<file path="src/rtl/control_pipeline_if.sv">
// control_pipeline_if: ID-stage decode inputs and per-stage control outputs of the control pipeline
interface control_pipeline_if #(parameter int CONTROL_SIZE = 8);
    logic [CONTROL_SIZE-1:0] id_control;
    logic [4:0] id_rs;
    logic [4:0] id_rt;
    logic [4:0] id_rd;
    logic [1:0] id_branch_src;
    logic [1:0] id_compare_code;
    logic id_branch_taken;
    logic [CONTROL_SIZE-1:0] ex_control;
    logic [4:0] mem_control;
    logic [2:0] wb_control;
    logic [4:0] ex_dest;
    logic [4:0] mem_dest;
    logic [4:0] wb_dest;
    logic [1:0] forward_a;
    logic [1:0] forward_b;
    logic stall;
    logic flush_if_id;
    modport master (
        output id_control, id_rs, id_rt, id_rd, id_branch_src, id_compare_code, id_branch_taken,
        input ex_control, mem_control, wb_control, ex_dest, mem_dest, wb_dest,
        input forward_a, forward_b, stall, flush_if_id
    );
    modport slave (
        input id_control, id_rs, id_rt, id_rd, id_branch_src, id_compare_code, id_branch_taken,
        output ex_control, mem_control, wb_control, ex_dest, mem_dest, wb_dest,
        output forward_a, forward_b, stall, flush_if_id
    );
endinterface

</file>
<file path="src/rtl/control_pipeline.sv">
// control_pipeline: carries decoder control through ID/EX, EX/MEM, MEM/WB with forwarding and hazard detection
module control_pipeline #(parameter logic [4:0] REG_RA = 5'd31) (
    input logic clk,
    input logic rst_n,
    control_pipeline_if.slave bus
);
    logic [4:0] id_dest;
    logic [4:0] ex_rs;
    logic [4:0] ex_rt;
    logic load_use;
    logic branch_hazard;
    logic br_check;
    logic rs_only;

    function automatic logic [1:0] fwd_sel(input logic mw, input logic [4:0] md,
                                           input logic ww, input logic [4:0] wd, input logic [4:0] r);
        return (mw && md != 5'd0 && md == r) ? 2'b01 : (ww && wd != 5'd0 && wd == r) ? 2'b10 : 2'b00;
    endfunction

    function automatic logic is_operand(input logic [4:0] d, input logic [4:0] rs,
                                        input logic [4:0] rt, input logic only_rs);
        return d != 5'd0 && (d == rs || (!only_rs && d == rt));
    endfunction

    assign id_dest = bus.id_control[6] ? (bus.id_control[5] ? 5'd0 : REG_RA)
                                       : (bus.id_control[5] ? bus.id_rt : bus.id_rd);

    // hazard detection, IF/ID flush and EX operand forwarding selects
    always_comb begin
        br_check = bus.id_branch_src == 2'b10 && bus.id_compare_code != 2'b00;
        rs_only = bus.id_compare_code == 2'b11;
        load_use = bus.ex_control[4] && bus.ex_dest != 5'd0 &&
                   (bus.ex_dest == bus.id_rs || bus.ex_dest == bus.id_rt);
        branch_hazard = br_check &&
                        ((bus.ex_control[2] && is_operand(bus.ex_dest, bus.id_rs, bus.id_rt, rs_only)) ||
                         (bus.mem_control[4] && is_operand(bus.mem_dest, bus.id_rs, bus.id_rt, rs_only)));
        bus.stall = load_use || branch_hazard;
        bus.flush_if_id = bus.id_compare_code != 2'b00 && bus.id_branch_taken && !(load_use || branch_hazard);
        bus.forward_a = fwd_sel(bus.mem_control[2], bus.mem_dest, bus.wb_control[2], bus.wb_dest, ex_rs);
        bus.forward_b = fwd_sel(bus.mem_control[2], bus.mem_dest, bus.wb_control[2], bus.wb_dest, ex_rt);
    end

    // advance the pipeline registers; a stall turns the ID/EX capture into a bubble
    always_ff @(posedge clk or negedge rst_n) begin
        if (!rst_n) begin
            bus.ex_control <= '0;
            bus.ex_dest <= '0;
            ex_rs <= '0;
            ex_rt <= '0;
            bus.mem_control <= '0;
            bus.mem_dest <= '0;
            bus.wb_control <= '0;
            bus.wb_dest <= '0;
        end else begin
            bus.ex_control <= bus.stall ? '0 : bus.id_control;
            bus.ex_dest <= bus.stall ? 5'd0 : id_dest;
            ex_rs <= bus.stall ? 5'd0 : bus.id_rs;
            ex_rt <= bus.stall ? 5'd0 : bus.id_rt;
            bus.mem_control <= bus.ex_control[4:0];
            bus.mem_dest <= bus.ex_dest;
            bus.wb_control <= bus.mem_control[2:0];
            bus.wb_dest <= bus.mem_dest;
        end
    end
endmodule

</file>
<file path="src/flat_wrapper.sv">
// flat-port wrapper written by rule: the top's interface ports become plain ports
module control_pipeline_flat 
#(parameter logic [4:0] REG_RA = 5'd31)
  (clk, rst_n, bus_id_control, bus_id_rs, bus_id_rt, bus_id_rd, bus_id_branch_src, bus_id_compare_code, bus_id_branch_taken, bus_ex_control, bus_mem_control, bus_wb_control, bus_ex_dest, bus_mem_dest, bus_wb_dest, bus_forward_a, bus_forward_b, bus_stall, bus_flush_if_id);
  control_pipeline_if bus_i ();
  input logic clk;
  input logic rst_n;
  input wire logic [$bits(bus_i.id_control)-1:0] bus_id_control;
  input wire logic [$bits(bus_i.id_rs)-1:0] bus_id_rs;
  input wire logic [$bits(bus_i.id_rt)-1:0] bus_id_rt;
  input wire logic [$bits(bus_i.id_rd)-1:0] bus_id_rd;
  input wire logic [$bits(bus_i.id_branch_src)-1:0] bus_id_branch_src;
  input wire logic [$bits(bus_i.id_compare_code)-1:0] bus_id_compare_code;
  input wire logic [$bits(bus_i.id_branch_taken)-1:0] bus_id_branch_taken;
  output wire logic [$bits(bus_i.ex_control)-1:0] bus_ex_control;
  output wire logic [$bits(bus_i.mem_control)-1:0] bus_mem_control;
  output wire logic [$bits(bus_i.wb_control)-1:0] bus_wb_control;
  output wire logic [$bits(bus_i.ex_dest)-1:0] bus_ex_dest;
  output wire logic [$bits(bus_i.mem_dest)-1:0] bus_mem_dest;
  output wire logic [$bits(bus_i.wb_dest)-1:0] bus_wb_dest;
  output wire logic [$bits(bus_i.forward_a)-1:0] bus_forward_a;
  output wire logic [$bits(bus_i.forward_b)-1:0] bus_forward_b;
  output wire logic [$bits(bus_i.stall)-1:0] bus_stall;
  output wire logic [$bits(bus_i.flush_if_id)-1:0] bus_flush_if_id;
  assign bus_i.id_control = bus_id_control;
  assign bus_i.id_rs = bus_id_rs;
  assign bus_i.id_rt = bus_id_rt;
  assign bus_i.id_rd = bus_id_rd;
  assign bus_i.id_branch_src = bus_id_branch_src;
  assign bus_i.id_compare_code = bus_id_compare_code;
  assign bus_i.id_branch_taken = bus_id_branch_taken;
  assign bus_ex_control = bus_i.ex_control;
  assign bus_mem_control = bus_i.mem_control;
  assign bus_wb_control = bus_i.wb_control;
  assign bus_ex_dest = bus_i.ex_dest;
  assign bus_mem_dest = bus_i.mem_dest;
  assign bus_wb_dest = bus_i.wb_dest;
  assign bus_forward_a = bus_i.forward_a;
  assign bus_forward_b = bus_i.forward_b;
  assign bus_stall = bus_i.stall;
  assign bus_flush_if_id = bus_i.flush_if_id;
  control_pipeline #(.REG_RA(REG_RA)) u_core (.clk(clk), .rst_n(rst_n), .bus(bus_i));
endmodule
</file>
<file path="config.mk">
export PLATFORM = sky130hd
export DESIGN_NAME = control_pipeline_flat
export DESIGN_NICKNAME = d
export VERILOG_FILES = /design/src/rtl/control_pipeline_if.sv /design/src/rtl/control_pipeline.sv /design/src/flat_wrapper.sv
export SDC_FILE = /design/constraint.sdc
export NUM_CORES = 1
export LEC_CHECK = 0
export ABC_AREA = 1
export ABC_CLOCK_PERIOD_IN_PS = 2500
export CAP_MARGIN = 20
export CORE_MARGIN = 8
export CORE_UTILIZATION = 45
export DETAILED_ROUTE_END_ITERATION = 6
export HOLD_SLACK_MARGIN = 0.06
export PLACE_DENSITY = 0.79
export SLEW_MARGIN = 15
export SYNTH_ARGS = -nofsm -noshare
export SYNTH_HDL_FRONTEND = slang
export SYNTH_SLANG_ARGS = --single-unit
export TNS_END_PERCENT = 50
</file>
<file path="constraint.sdc">
create_clock -name clk -period 2.5 [get_ports clk]
set_input_delay 0.75 -clock clk [delete_from_list [all_inputs] [get_ports clk]]
set_output_delay 0.75 -clock clk [all_outputs]
set_load 0.02 [all_outputs]
</file>
==> out/summary.md <==
The flow ran to the end, but the final reports show violations. The checks that failed: negative setup slack. In this run, CTS created clock tree buffers numbering 5. Ratio of total power to cell area: 582 nW/µm².

Summing all multi-input logic gate instances after layout gives 840 µm². The total number of nets in the final design was 357; the leakage power of the design was 1.48 nW. Synthesis handed over a netlist of 221 instances. Clock latency on the worst-skew pair, taken at its later pin, is 0.29 ns. The post-layout instance area was 3030 µm². The die footprint was 6720 µm². After floorplanning, the core was sized to cover 4260 µm². The top fanout value on the critical path is 4, and the global routing usage summed across all routing layers is 15.8%.

Measured on the finished design, the core utilization comes to 71.1%. Among all cell types in the netlist, the one instantiated most often is sky130_fd_sc_hd__dfrtp_1. The filler cells instantiated in the layout total 327. The largest incremental delay on the critical path was 0.16 ns.

Setup repair after global routing could not meet its margin everywhere. The tools report the root cell of the clock tree as sky130_fd_sc_hd__clkbuf_8. CTS built an H-tree with a depth of 2. For the final number of max-transition violations, the log shows 0. The cell repeated most along the worst path is sky130_fd_sc_hd__nand2_1. The element type at the critical path end is a primary output. Pin placement for this block handled 67 I/O pins. Count of endpoints failing setup in the final report: 2.

The mean routed wirelength per cell is 13.5 µm. The via density per instance is 4.70. The worst path in the final design needs a cycle of 2.54 ns, including I/O delays and setup. In the synthesized netlist, the cells that appear most often are sky130_fd_sc_hd__dfrtp_1, sky130_fd_sc_hd__nand2_1, sky130_fd_sc_hd__nor2_1. The number of antenna violations at the first check in global routing is 0.

The category of the most critical setup path is input port to primary output. For the distinct cell type count after synthesis, the log shows 22. For this design, the sink count on the clock tree is 41.

The post-route netlist has 32.3% of its cells at a drive strength greater than 1. For the worst hold slack, the log shows 0.326 ns. The worst-path cell with the longest stage delay was sky130_fd_sc_hd__nor2_1. Once placement completed, the tool counted placed cells totaling 361.

Across the routed clock network, the largest skew measured is 0.00695 ns. TritonCTS built the clock tree. The period utilization was 102%.

The synthesized netlist occupies a cell area of 1960 µm². The mean area per synthesized cell is 8.87 µm². Across the VDD grid, the largest voltage drop is 298 µV.

The die is 82.0 µm wide. The hold violation total from the final report is 0. The logs give 0.869 for the routability congestion estimate and 0 for the number of antenna diodes. The total of flip-flops plus latches after synthesis is 41, and the wire length of the first global-routing pass is 8210 µm. The starting density of the core is 46.0%. Count of warnings emitted by yosys: 0. In this run, synthesis inferred 0 flip-flops with an integrated enable. The logs give 2 for the maximum buffer depth of the clock tree and 1,786 for the count of vias placed by the detailed router. The worst-case headroom to the max-slew limit came out at 74.4%.

The clock transition time at the flip-flop clock pins of the worst setup and hold paths works out to 0.08 ns. After legalization and detailed placement, the total HPWL measured 3900 µm. The portion of the post-synthesis area used by sequential elements is 52.4%, and the DRC violation count after routing is 0. Sorting the synthesized cells by area gives the leading types as sky130_fd_sc_hd__dfrtp_1, sky130_fd_sc_hd__nand2_1, sky130_fd_sc_hd__xor2_1, sky130_fd_sc_hd__nor2_1, sky130_fd_sc_hd__xnor2_1. The class of the tightest hold or removal check was input port to asynchronous set/reset pin.

STA puts the critical path data required time at 1.75 ns. Hold repair after CTS inserted 0 buffers. The critical path goes through buf_8 > xor2_1 > nor2_1 > nand3_1 > nand2_1 > nand2_1 > nand2_1 > nand2_2 > nand2_4 > nor2_4 > buf_6.

The vertical extent of the die was 82.0 µm. The timing-limited maximum frequency was 0.394 GHz. STA classifies the critical path startpoint as an input port. In the final layout, flip-flops and latches occupy 1030 µm². The setup slack after layout was -0.0377 ns. The share of the synthesized area in the top cell type came out at 52.4%.

The count of nets left with antenna violations once routing finished came out at 0. The data arrival time at the worst-slack endpoint was 1.79 ns. Entering global routing, the biggest net connects 16 pins.

The final layout contains routed wiring with a total length of 5130 µm. In this run, the number of DRC markers left after iteration 0 of detailed routing was 73. The post-synthesis net count is 251. Max-cap violations in this run came to 0.

Among all flip-flop cells after synthesis, the most frequent one is sky130_fd_sc_hd__dfrtp_1. For the pin with the worst max-slew slack, the measured transition is 0.380 ns. The async set-or-reset flop fraction in the synthesized netlist is 100%, and the number of detailed-route iterations in the first pass is 5. The standard-cell row count was 24. Timing analysis after detailed placement gives a worst setup slack of -0.942 ns. The number of global-route vias before repair is 1,840.

The number of port buffers works out to 66. The library cell occupying the most area in the post-synthesis netlist was sky130_fd_sc_hd__dfrtp_1. The placed standard-cell area was 2850 µm².

Summed over all layers, the global routing overflow is 0. The area growth from synthesis to layout is 54.7%. The tools report the post-route non-filler standard cell count as 380.
cell families after synthesis:
logic type             Yosys count  share of synthesized area, %
XOR/XNOR                        27                          12.1
buffers and inverters           36                          8.36
AND/OR/NAND/NOR                101                          23.1
flip-flops                      41                          52.4
AO/OA/AOI/OAI                   16                          4.09
worst paths after layout:
kind	from	to	slack [ns]	depth (start not counted)
setup / recovery	bus_id_rs[1]	bus_flush_if_id	-0.04	11
hold / removal	rst_n	u_core.ex_rs[0]$_DFF_PN0_	0.33	1
setup reg to reg	u_core.bus.ex_dest[0]$_DFF_PN0_	u_core.ex_rs[1]$_DFF_PN0_	0.69	14
hold reg to reg	u_core.bus.mem_control[1]$_DFF_PN0_	u_core.bus.wb_control[1]$_DFF_PN0_	0.38	0
max in group asynchronous	rst_n	u_core.bus.mem_dest[2]$_DFF_PN0_	1.67	2
min in group clk	u_core.bus.mem_control[1]$_DFF_PN0_	u_core.bus.wb_control[1]$_DFF_PN0_	0.38	0
critical path, delay by kind of cell:
family | cells | cell delay, ns
simple gates | 8 | 0.63
xor+xnor | 1 | 0.14
buf+inv | 2 | 0.24
what timing repair did:
action / CTS / global route
resized for setup: 102 / 13
setup buffers: 9 / 2
setup endpoints to repair: 6 / 6
pin swaps: 21 / 13
where the power goes:
part	internal [mW]	leakage [nW]	total (mW)	switching [mW]
Clock	0.193	0.0439	0.419	0.226
Combinational	0.277	0.961	0.545	0.269
Sequential	0.729	0.475	0.801	0.0714
state kept, by name, summed over array words and instances (netlist names):
name,count
u_core.ex_rs,5
u_core.bus.wb_dest,5
u_core.ex_rt,5
u_core.bus.ex_control,8
u_core.bus.mem_dest,5
u_core.bus.mem_control,5
u_core.bus.ex_dest,5
u_core.bus.wb_control,3
placed cells by master (no fill, tap or decap), drive strengths merged:
| cell | synthesis | final |
|---|---|---|
| nand3 | 11 | 11 |
| dfrtp | 41 | 41 |
| dlygate4sd2 | 0 | 1 |
| o21ai | 16 | 16 |
| buf | 6 | 58 |
| nand4 | 1 | 1 |
| nor3b | 1 | 1 |
| xor2 | 14 | 14 |
| nor4 | 2 | 2 |
| nand2 | 41 | 41 |
| clkbuf | 0 | 5 |
| nor3 | 5 | 5 |
| clkinv | 0 | 2 |
| clkdlybuf4s50 | 0 | 46 |
| xnor2 | 13 | 13 |
| nor2 | 40 | 40 |
| inv | 30 | 30 |
| clkinvlp | 0 | 1 |
through the flow:
stage	power (mW)	setup TNS, ns
floorplan	1.06	-0.139
global placement	1.31	-1.99
detailed placement	1.32	-2.43
CTS	1.76	-0.0450
global route	1.85	-0.348
finish	1.76	-0.0506
per-layer routing:
layer,routed length [µm],vias up,share of wire (%),GRT usage (%)
met1,2060,841,40,17.7
met4,70,0,1.4,5.96
li1,-,885,-,-
met2,2720,54,53,28.3
met3,282,6,5.5,3.61
met5,0,-,0,0
final cells by class:
| class | instances | area share, % |
|---|---|---|
| Tap cell | 52 | 2.15 |
| Clock inverter | 3 | 0.578 |
| Inverter | 30 | 3.72 |
| Sequential cell | 41 | 34.1 |
| Multi-Input combinational cell | 144 | 27.7 |
| Clock buffer | 5 | 2.27 |
| Timing Repair Buffer | 105 | 29.5 |
No activity file was read; power rests on OpenSTA's default activity.
